### src/rtl/spi_pkg.sv
// Shared constants and engine state type for the FIFO-backed SPI master.
// Register map indices and CTRL/STATUS bit positions live here.
package spi_pkg;

  localparam logic [2:0] ADDR_CTRL   = 3'd0;
  localparam logic [2:0] ADDR_STATUS = 3'd1;
  localparam logic [2:0] ADDR_SS     = 3'd2;
  localparam logic [2:0] ADDR_DATA   = 3'd3;
  localparam logic [2:0] ADDR_DIV    = 3'd4;

  localparam int CTRL_CPOL   = 0;
  localparam int CTRL_CPHA   = 1;
  localparam int CTRL_LSB    = 2;
  localparam int CTRL_IRQ_EN = 3;

  localparam int ST_BUSY     = 0;
  localparam int ST_TX_FULL  = 1;
  localparam int ST_TX_EMPTY = 2;
  localparam int ST_RX_FULL  = 3;
  localparam int ST_RX_EMPTY = 4;
  localparam int ST_OVERRUN  = 5;

  typedef enum logic [1:0] {
    IDLE,
    FIRST_HALF,
    SECOND_HALF,
    DONE
  } spi_state_e;

endpackage

### src/rtl/spi_fifo.sv
// Count-based synchronous FIFO with combinational head.
// A push into a full FIFO is accepted when a pop happens in the same cycle.
module spi_fifo #(
  parameter int WIDTH = 8,
  parameter int DEPTH = 4
) (
  input  logic             i_clk,
  input  logic             i_reset,
  input  logic             i_push,
  input  logic [WIDTH-1:0] i_wdat,
  input  logic             i_pop,
  output logic [WIDTH-1:0] o_rdat,
  output logic             o_full,
  output logic             o_empty
);

  localparam int AW = $clog2(DEPTH);

  logic [WIDTH-1:0] mem [DEPTH];
  logic [AW-1:0]    wr_ptr;
  logic [AW-1:0]    rd_ptr;
  logic [AW:0]      count;
  logic             do_push;
  logic             do_pop;

  assign o_empty = (count == '0);
  assign o_full  = (count == (AW+1)'(DEPTH));
  assign do_pop  = i_pop & ~o_empty;
  assign do_push = i_push & (~o_full | do_pop);
  assign o_rdat  = mem[rd_ptr];

  always_ff @(posedge i_clk) begin
    if (do_push) mem[wr_ptr] <= i_wdat;
  end

  always_ff @(posedge i_clk) begin
    if (i_reset) begin
      wr_ptr <= '0;
      rd_ptr <= '0;
      count  <= '0;
    end else begin
      if (do_push) wr_ptr <= wr_ptr + 1'b1;
      if (do_pop)  rd_ptr <= rd_ptr + 1'b1;
      unique case ({do_push, do_pop})
        2'b10:   count <= count + 1'b1;
        2'b01:   count <= count - 1'b1;
        default: count <= count;
      endcase
    end
  end

endmodule

### src/rtl/spi_master_fifo.sv
// Bus-attached SPI master: four modes, MSB/LSB first, run-time divider,
// slave selects and TX/RX byte FIFOs for back-to-back transfers.
module spi_master_fifo
  import spi_pkg::*;
#(
  parameter int NSS        = 4,
  parameter int FIFO_DEPTH = 4,
  parameter int DIVW       = 8,
  parameter int DIV_RESET  = 1
) (
  input  logic           i_clk,
  input  logic           i_reset,
  input  logic [2:0]     i_addr,
  input  logic           i_cs,
  input  logic           i_we,
  input  logic [7:0]     i_dat,
  output logic [7:0]     o_dat,
  output logic           o_irq,
  input  logic           i_miso,
  output logic           o_mosi,
  output logic           o_sck,
  output logic [NSS-1:0] o_ss
);

  logic [3:0]      ctrl_q;
  logic [NSS-1:0]  ss_q;
  logic [DIVW-1:0] div_q;
  logic            ovr_q;

  spi_state_e      state_q;
  spi_state_e      state_d;
  logic [DIVW-1:0] cnt_q;
  logic [DIVW-1:0] div_s_q;
  logic [2:0]      bit_q;
  logic [7:0]      sh_q;
  logic [7:0]      sh_nxt;
  logic            miso_q;
  logic            cpol_q;
  logic            cpha_q;
  logic            lsb_q;
  logic            half_end;
  logic            load;

  logic            wr_en;
  logic            tx_push;
  logic            tx_pop;
  logic [7:0]      tx_head;
  logic            tx_full;
  logic            tx_empty;
  logic            rx_push;
  logic            rx_pop;
  logic [7:0]      rx_head;
  logic            rx_full;
  logic            rx_empty;
  logic            rx_drop;
  logic            busy;
  logic            out_bit;

  assign wr_en   = i_cs & i_we;
  assign tx_push = wr_en & (i_addr == ADDR_DATA);
  assign rx_pop  = i_cs & ~i_we & (i_addr == ADDR_DATA);
  // A full RX still takes the byte if software pops it this cycle.
  assign rx_drop = rx_push & rx_full & ~rx_pop;

  spi_fifo #(.WIDTH(8), .DEPTH(FIFO_DEPTH)) u_tx (
    .i_clk   (i_clk),
    .i_reset (i_reset),
    .i_push  (tx_push),
    .i_wdat  (i_dat),
    .i_pop   (tx_pop),
    .o_rdat  (tx_head),
    .o_full  (tx_full),
    .o_empty (tx_empty)
  );

  spi_fifo #(.WIDTH(8), .DEPTH(FIFO_DEPTH)) u_rx (
    .i_clk   (i_clk),
    .i_reset (i_reset),
    .i_push  (rx_push),
    .i_wdat  (sh_nxt),
    .i_pop   (rx_pop),
    .o_rdat  (rx_head),
    .o_full  (rx_full),
    .o_empty (rx_empty)
  );

  always_ff @(posedge i_clk) begin
    if (i_reset) begin
      ctrl_q <= '0;
      ss_q   <= '0;
      div_q  <= DIVW'(DIV_RESET);
      ovr_q  <= 1'b0;
    end else begin
      if (wr_en && i_addr == ADDR_CTRL) ctrl_q <= i_dat[3:0];
      if (wr_en && i_addr == ADDR_SS)   ss_q   <= i_dat[NSS-1:0];
      if (wr_en && i_addr == ADDR_DIV)  div_q  <= i_dat[DIVW-1:0];
      if (rx_drop)
        ovr_q <= 1'b1;
      else if (wr_en && i_addr == ADDR_STATUS)
        ovr_q <= 1'b0;
    end
  end

  assign busy = (state_q != IDLE) | ~tx_empty;

  always_comb begin
    o_dat = '0;
    unique case (i_addr)
      ADDR_CTRL:   o_dat[3:0] = ctrl_q;
      ADDR_STATUS: o_dat[5:0] = {ovr_q, rx_empty, rx_full,
                                 tx_empty, tx_full, busy};
      ADDR_SS:     o_dat[NSS-1:0] = ss_q;
      ADDR_DATA:   o_dat = rx_empty ? 8'h00 : rx_head;
      ADDR_DIV:    o_dat[DIVW-1:0] = div_q;
      default:     o_dat = '0;
    endcase
  end

  assign half_end = (cnt_q == div_s_q);
  // Shift in the bit sampled at the end of the first half.
  assign sh_nxt   = lsb_q ? {miso_q, sh_q[7:1]} : {sh_q[6:0], miso_q};
  assign out_bit  = lsb_q ? sh_q[0] : sh_q[7];

  always_comb begin
    state_d = state_q;
    tx_pop  = 1'b0;
    rx_push = 1'b0;
    load    = 1'b0;
    unique case (state_q)
      IDLE: begin
        if (!tx_empty) begin
          tx_pop  = 1'b1;
          load    = 1'b1;
          state_d = FIRST_HALF;
        end
      end
      FIRST_HALF: begin
        if (half_end) state_d = SECOND_HALF;
      end
      SECOND_HALF: begin
        if (half_end)
          state_d = (bit_q == 3'd7) ? DONE : FIRST_HALF;
      end
      DONE: begin
        rx_push = 1'b1;
        if (!tx_empty) begin
          tx_pop  = 1'b1;
          load    = 1'b1;
          state_d = FIRST_HALF;
        end else begin
          state_d = IDLE;
        end
      end
      default: state_d = IDLE;
    endcase
  end

  always_ff @(posedge i_clk) begin
    if (i_reset) begin
      state_q <= IDLE;
      cnt_q   <= '0;
      div_s_q <= DIVW'(DIV_RESET);
      bit_q   <= '0;
      sh_q    <= '0;
      miso_q  <= 1'b0;
      cpol_q  <= 1'b0;
      cpha_q  <= 1'b0;
      lsb_q   <= 1'b0;
    end else begin
      state_q <= state_d;
      if (load) begin
        sh_q    <= tx_head;
        cpol_q  <= ctrl_q[CTRL_CPOL];
        cpha_q  <= ctrl_q[CTRL_CPHA];
        lsb_q   <= ctrl_q[CTRL_LSB];
        div_s_q <= div_q;
        cnt_q   <= '0;
        bit_q   <= '0;
      end else if (state_q == FIRST_HALF || state_q == SECOND_HALF) begin
        if (half_end) begin
          cnt_q <= '0;
          if (state_q == FIRST_HALF) begin
            miso_q <= i_miso;
          end else if (bit_q != 3'd7) begin
            bit_q <= bit_q + 1'b1;
            sh_q  <= sh_nxt;
          end
        end else begin
          cnt_q <= cnt_q + 1'b1;
        end
      end
    end
  end

  always_comb begin
    o_sck = cpol_q;
    unique case (state_q)
      IDLE:        o_sck = ctrl_q[CTRL_CPOL];
      FIRST_HALF:  o_sck = cpol_q ^ cpha_q;
      SECOND_HALF: o_sck = cpol_q ^ ~cpha_q;
      DONE:        o_sck = cpol_q;
      default:     o_sck = cpol_q;
    endcase
  end

  assign o_mosi = (state_q != IDLE) && (|ss_q) ? out_bit : 1'b0;
  assign o_ss   = ss_q;
  assign o_irq  = ctrl_q[CTRL_IRQ_EN] &
                  (~rx_empty | (tx_empty & ~busy));

endmodule

### config.mk
export PLATFORM = sky130hd
export DESIGN_NAME = spi_master_fifo
export DESIGN_NICKNAME = d
export VERILOG_FILES = /design/src/rtl/spi_pkg.sv /design/src/rtl/spi_fifo.sv /design/src/rtl/spi_master_fifo.sv
export SDC_FILE = /design/constraint.sdc
export NUM_CORES = 1
export LEC_CHECK = 0
export BUFFER_PORTS_ARGS = -buffer_cell sky130_fd_sc_hd__buf_4
export CAP_MARGIN = 0
export CORE_MARGIN = 8
export CORE_UTILIZATION = 63
export CTS_BUF_LIST = sky130_fd_sc_hd__clkbuf_4 sky130_fd_sc_hd__clkbuf_8
export DETAILED_ROUTE_END_ITERATION = 8
export PLACE_DENSITY = 0.82
export SLEW_MARGIN = 20
export SYNTH_ARGS = -nofsm -noshare
export SYNTH_HDL_FRONTEND = slang
export SYNTH_SLANG_ARGS = --single-unit
export TNS_END_PERCENT = 100
### constraint.sdc
create_clock -name i_clk -period 4.4 [get_ports i_clk]
set_clock_uncertainty 0.2 [all_clocks]
set_input_delay 0.44 -clock i_clk [delete_from_list [all_inputs] [get_ports i_clk]]
set_output_delay 0.44 -clock i_clk [all_outputs]
set_load 0.02 [all_outputs]
==> results.toml, run 1 <==
[detailed_routing]
drtIter0Drc = 336
firstDrtPassIters = 4
routedWlPerCell_microns = 18.5
drc = 0
wirelength_mm = 12.4
via_per_inst = 5.82
ant_nets = 0
vias = 3891

[grt]
antenna_found_initial = 0
grt_max_degree = 68
grtUsageTotal_pct = 20.1
grt_remaining_overflow = 0
grt_pass1_vias = 3865
grt_pass1_wl_mm = 19.7

[die]
dieWidth_microns = 113
fp.dieH_microns = 113
start_util_pct = 64.7
rows = 35
core_area_sq_mm = 0.00924
die_area_sq_mm = 0.0129
pin_count = 31

[synthesis]
synth_seq_cells = 132
avgSynthCellArea_sq_um = 12.1
synthCells = 495
syn_nets = 532
yosysSeqAreaShare_pct = 54.9
synth_fa_ha_area_share_pct = 4.65
synth_compound_area_share_pct = 6.28
synth-simple-area-share_pct = 14.3
synth_xor_area_share_pct = 4.10
synthMuxAreaShare_pct = 12.9
ys_warn_count = 0
synth_top_family_by_area = "simple AND/OR/NAND/NOR gates"
syn_area_sq_mm = 0.00598
synthDistinctLibCells = 51

[critical_path]
cpPeakStageDelay_ns = 0.54
cp.arrival_ns = 3.39
path_max_fanout = 21
crit_type = "reg2reg"
startpoint_type = "register"
crit_required_ns = 4.57
critPathSlowestCell = "or2_2"
critical_path.cell_chain = "inv_1, ha_1, or2_2, inv_2, ha_1, inv_1, fa_1, xor2_1, or3_1, a21oi_1"
worstSetupEndpointType = "register"

[worst_hold_path]
worstHoldPathType = "in2reg"

[cts]
cts_buffers = 17
cts_tree = "done"
clk_pin_slew_ns = 0.08
cts-root-buf = "clkbuf_8"
clock_latency_ns = 0.45
htreeDepth = 4
postCtsResizedCells = 0
cts_sinks = 132
ctsHoldBuffers = 1
post_cts_buffers = 0
cts.path.max_buffers = 2

[sta]
worst_pin_slew_ns = 0.826
finalHoldViolCount = 0
rsz0062_at_grt = "false"
maxSlewViolCount = 0
fin_crit_sh_pct = 73.2
max_freq_mhz = 311
finalSetupTns_ns = 0
post-route-min-period_ns = 3.22
hold-worst-slack_ns = 0.0288
finalSetupViolCount = 0
setup_ws_ns = 1.18
relSlewSlack_pct = 44.8

[layout]
fin_nets = 564
multi_input_area_sq_mm = 0.00253
drive_gt1_share_pct = 20.4
fill_cells = 611
n_antenna_cell = 0
register_area_sq_mm = 0.00328
layout-area-overhead-vs-synth_pct = 12.0

[power]
p_leak_nw = 2.36
peakVddDrop_mv = 0.357
power_mw = 3.21
p_per_area_mw_per_mm2 = 479

[placed_design]
hpwlAfterDp_mm = 8.65
portBuffers = 30
pre_cts_ws_ns = 1.20
gp_congestion = 0.835

[outcome]
status = "complete, no violations"

[flow_run]
cap_viol_max_count = 0
sequential cells by signal, summed over array words and instances (netlist names), 2 cells and up, named ones only:
signal,flops
sh_q,8
u_tx.count,3
u_rx.rd_ptr,2
u_tx.rd_ptr,2
cnt_q,8
u_rx.count,3
state_q,2
u_tx.mem,32
div_s_q,8
o_ss,4
div_q,8
ctrl_q,4
u_rx.wr_ptr,2
bit_q,3
u_tx.wr_ptr,2
u_rx.mem,32
cell usage after synthesis, drive strengths merged:
| cell | instances | area, sq um |
|---|---|---|
| o211ai | 1 | 7.51 |
| or3 | 3 | 18.8 |
| or2 | 1 | 6.26 |
| nor2b | 10 | 62.6 |
| a21boi | 1 | 7.51 |
| nand4 | 5 | 43.8 |
| a22oi | 4 | 30.0 |
| o21ai | 8 | 40.0 |
| a31oi | 1 | 6.26 |
| nand2 | 53 | 199 |
| clkbuf | 7 | 26.3 |
| a21oi | 35 | 175 |
| fa | 2 | 40.0 |
| ha | 19 | 238 |
| nor3 | 9 | 76.3 |
| o22ai | 1 | 6.26 |
| nor3b | 1 | 7.51 |
| mux2i | 20 | 200 |
| a22o | 2 | 17.5 |
| nand2b | 3 | 18.8 |
| edfxtp | 64 | 1920 |
| buf | 14 | 75.1 |
| a222oi | 1 | 10.0 |
| nand3 | 6 | 30.0 |
| nor2 | 49 | 191 |
| nor4 | 4 | 70.1 |
| dfxtp | 68 | 1360 |
| a32oi | 2 | 17.5 |
| o21a | 1 | 7.51 |
| xnor2 | 16 | 140 |
| nand3b | 4 | 42.5 |
| a311oi | 3 | 32.5 |
| mux4 | 16 | 360 |
| and2 | 6 | 37.5 |
| inv | 18 | 67.6 |
| xor2 | 12 | 105 |
| and3 | 6 | 37.5 |
| mux2 | 16 | 210 |
| a211o | 2 | 17.5 |
| nor4b | 1 | 15.0 |
cell usage in the layout (no fill, tap or decap), types with 2 or more instances in the layout:
cell           instances
dfxtp_1               68
edfxtp_1              64
nand2_1               53
nor2_1                48
a21oi_1               35
buf_4                 31
mux2i_1               20
ha_1                  19
inv_1                 17
clkbuf_8              17
mux4_2                16
xnor2_1               16
xor2_1                12
nor2b_1               10
o21ai_0                8
mux2_2                 8
mux2_4                 8
and2_1                 6
and3_1                 6
nand3_1                6
nor3_1                 4
nor3_2                 4
a22oi_1                4
clkinv_4               4
nand2b_1               3
or3_1                  3
nand3b_1               3
nor4_4                 3
nand4_1                3
inv_6                  3
dlygate4sd3_1          3
a22o_1                 2
a32oi_1                2
nand4_2                2
a211o_1                2
a311oi_1               2
fa_1                   2
bufinv_16              2
worst max-delay path: cells and delay by family, from the launching register on:
family                   cells  cell delay, ns
buffers and inverters        3            0.30
flip-flops                   1            0.46
AND/OR/NAND/NOR              2            0.85
AO/OA/AOI/OAI                1            0.14
XOR/XNOR                     1            0.17
adder cells (fa/ha/maj)      3            1.02
kinds of logic (layout without fill, tap and decap cells):
logic type,Yosys count,after routing
adder cells (fa/ha/maj),21,21
AND/OR/NAND/NOR,161,161
multiplexers,52,52
buffers and inverters,39,84
flip-flops,132,132
AO/OA/AOI/OAI,62,62
XOR/XNOR,28,28
final cells by class:
| cell class | instances | area share (%) |
|---|---|---|
| clock inverter | 14 | 2.30 |
| multi-input combinational | 324 | 37.7 |
| clock buffer | 18 | 3.61 |
| timing repair buffer | 34 | 3.92 |
| inverter | 18 | 1.01 |
| tap | 129 | 2.41 |
| sequential | 132 | 49.0 |
layer usage:
layer | GRT usage, % | routed length, microns | vias up
met1 | 23.7 | 5180 | 1908
met5 | 0 | 0 | -
met3 | 6.39 | 805 | 24
met2 | 32.7 | 6120 | 129
met4 | 9.59 | 290 | 0
li1 | - | - | 1830
worst paths after layout:
kind | from | endpoint | slack [ns] | cells past startpoint
worst max-delay path | state_q[0] | u_tx.count[2] | 1.18 | 10
worst min-delay path | i_dat[4] | u_tx.mem[3][4] | 0.03 | 1
worst max register to register | state_q[0] | u_tx.count[2] | 1.18 | 10
worst min register to register | cpha_q | cpha_q | 0.28 | 2
power by group:
| group | total (mW) | leakage [nW] | internal (mW) | switching, mW |
|---|---|---|---|---|
| clock network | 1.00 | 0.197 | 0.516 | 0.488 |
| logic | 0.783 | 1.03 | 0.299 | 0.484 |
| registers | 1.42 | 1.14 | 1.34 | 0.0773 |
| total | 3.21 | 2.36 | 2.16 | 1.05 |
per-stage QoR:
stage / utilization (%) / instance area [sq um] / cells
6_report: 72.5 / 6700 / 669
5_1_grt: 72.5 / 6700 / 669
4_1_cts: 72.3 / 6680 / 667
3_5_place_dp: 67.9 / 6270 / 634
3_3_place_gp: 67.9 / 6270 / 634
2_1_floorplan: - / 5980 / 495
No activity file was read; power rests on OpenSTA's default activity.
==> run 2, diff against run 1 <==
- ABC_AREA: not set -> 1
- clock period: 4.4 -> 3.1 ns (I/O delays scaled with it)
==> results.toml, run 2 <==
[layout]
layout-area-overhead-vs-synth_pct = 14.1
drive_gt1_share_pct = 15.6
layout_common_cells = "88 x nand2_1, 81 x nor2_1, 80 x inv_1"
fill_cells = 699
n_antenna_cell = 0
mostFrequentLayoutCell = "nand2_1"
fin_nets = 768
largestRegisters = "u_rx.mem (32), u_tx.mem (32)"

[power]
p_per_area_mw_per_mm2 = 742
p_leak_nw = 2.75
power_mw = 5.16
peakVddDrop_mv = 0.423

[grt]
grtUsageTotal_pct = 22.4
grt_pass1_vias = 4609
grt_pass1_wl_mm = 22.6
grt_remaining_overflow = 0
grt_max_degree = 45
antenna_found_initial = 0

[critical_path]
crit_required_ns = 3.23
cpPeakStageDelay_ns = 0.51
critPathSlowestCell = "ha_1"
critical_path.cell_chain = "inv_1, ha_1, nand2_1, nand3_1, ha_1, inv_1, fa_1, a21oi_1, o21ai_0, o21ai_0, a21oi_1"
reg2reg_slack_ns = 0.42
cp.arrival_ns = 2.81
crit_type = "reg2reg"
startpoint_type = "register"
path_max_fanout = 8
crit_family = "adder cells"
worstSetupEndpointType = "register"
cp_num_buf_inv = 2

[sta]
relSlewSlack_pct = 51.1
finalSetupTns_ns = 0
max_freq_mhz = 374
maxSlewViolCount = 0
worst_pin_slew_ns = 0.731
fin_crit_sh_pct = 86.3
finalSetupViolCount = 0
post-route-min-period_ns = 2.68
rsz0062_at_grt = "false"
finalHoldViolCount = 0

[placed_design]
hpwlAfterDp_mm = 9.49
portBuffers = 30
gp_congestion = 0.910

[cts]
cts_buffers = 17
htreeDepth = 4
clock_latency_ns = 0.44
clk_pin_slew_ns = 0.08
cts-root-buf = "clkbuf_8"
cts_tree = "done"
cts.path.max_buffers = 2
postCtsResizedCells = 0
cts_sinks = 132

[die]
core_area_sq_mm = 0.00959
rows = 36
fp.dieH_microns = 114
dieWidth_microns = 114
start_util_pct = 63.6
pin_count = 31
die_area_sq_mm = 0.0131

[detailed_routing]
wirelength_mm = 13.7
routedWlPerCell_microns = 15.6
via_per_inst = 5.51
firstDrtPassIters = 5
drtIter0Drc = 504
drc = 0
ant_nets = 0
vias = 4829

[synthesis]
yosysSeqAreaShare_pct = 53.8
ys_top_cells_by_count = "88 x nand2_1, 81 x nor2_1, 80 x inv_1"
synth_top_area_share_pct = 31.5
syn_area_sq_mm = 0.00610
avgSynthCellArea_sq_um = 8.93
synth_top_area_cell = "edfxtp_1"
async_reset_ff_share_pct = 0
synth_xor_area_share_pct = 1.29
synth_top_flop_cell = "dfxtp_1"
synthCells = 683
ys_warn_count = 0
synth_most_common_cell = "nand2_1"
synthDistinctLibCells = 42
yosys-top-cells-area = "edfxtp_1 32%, dfxtp_1 22%, o21ai_0 5.9%, nand2_1 5.4%, a21oi_1 5.1%"
synth_fa_ha_area_share_pct = 4.55
synth-simple-area-share_pct = 18.6
synthMuxAreaShare_pct = 0
synth_edf_count = 64
synth_seq_cells = 132
synth_top_family_by_area = "simple AND/OR/NAND/NOR gates"
synth_compound_area_share_pct = 14.4
syn_nets = 720

[outcome]
status = "complete, no violations"

[flow_run]
cap_viol_max_count = 0

[worst_hold_path]
worstHoldPathType = "in2reg"
[run 2: layer usage]
| metal | up-vias | wire length [microns] | track usage [%] |
|---|---|---|---|
| li1 | 2385 | - | - |
| met4 | 0 | 361 | 9.67 |
| met5 | - | 0 | 0 |
| met3 | 36 | 754 | 5.27 |
| met2 | 165 | 7030 | 38.1 |
| met1 | 2243 | 5550 | 26.3 |
[run 2: area by class of cell]
type / instances / area [sq um] / share of cell area [%]
clock buffers: 18 / 241 / 3.47
clock inverters: 14 / 175 / 2.52
inverters: 92 / 347 / 4.98
multi-input cells: 441 / 2370 / 34.0
flip-flops and latches: 132 / 3280 / 47.2
well taps: 133 / 166 / 2.39
repair buffers: 47 / 378 / 5.43
[run 2: repair_timing]
action,CTS,global route
hold buffers,10,0
buffers inserted,0,0
endpoints found under the hold margin,49,0
[run 2: final timing paths]
path                        end        from  cells past startpoint
setup reg to reg  u_tx.count[2]  state_q[0]                     11
hold / removal          o_ss[1]   i_addr[0]                      4
hold reg to reg      div_s_q[1]  div_s_q[1]                      2
setup / recovery  u_tx.count[2]  state_q[0]                     11
[run 2: where the power goes]
part	switching (mW)	internal, mW	leakage [nW]
registers	0.126	2.00	1.13
logic	1.02	0.506	1.41
clock network	0.693	0.814	0.204
[run 2: worst min-delay path, delay by kind of cell]
family / cells / cell delay (ns)
AND/OR/NAND/NOR: 2 / 0.16
buffers and inverters: 1 / 0.10
AO/OA/AOI/OAI: 1 / 0.06
[run 2: logic make-up after synthesis]
family,Yosys count
compound gates,163
fa+ha+maj,21
xor+xnor,9
flops,132
simple gates,248
buf+inv,110
[run 2: per-stage QoR]
stage	hold WS (ns)	cells	cell area [sq um]	setup WS, ns	util [%]
after floorplan	0.209	683	6100	0.326	-
after global placement	0.247	835	6440	0.571	67.1
after detailed placement	0.261	835	6440	0.490	67.1
after CTS	0.00757	877	6960	0.432	72.5
after global routing	0.0214	877	6960	0.217	72.5
final	0.0329	877	6960	0.424	72.5
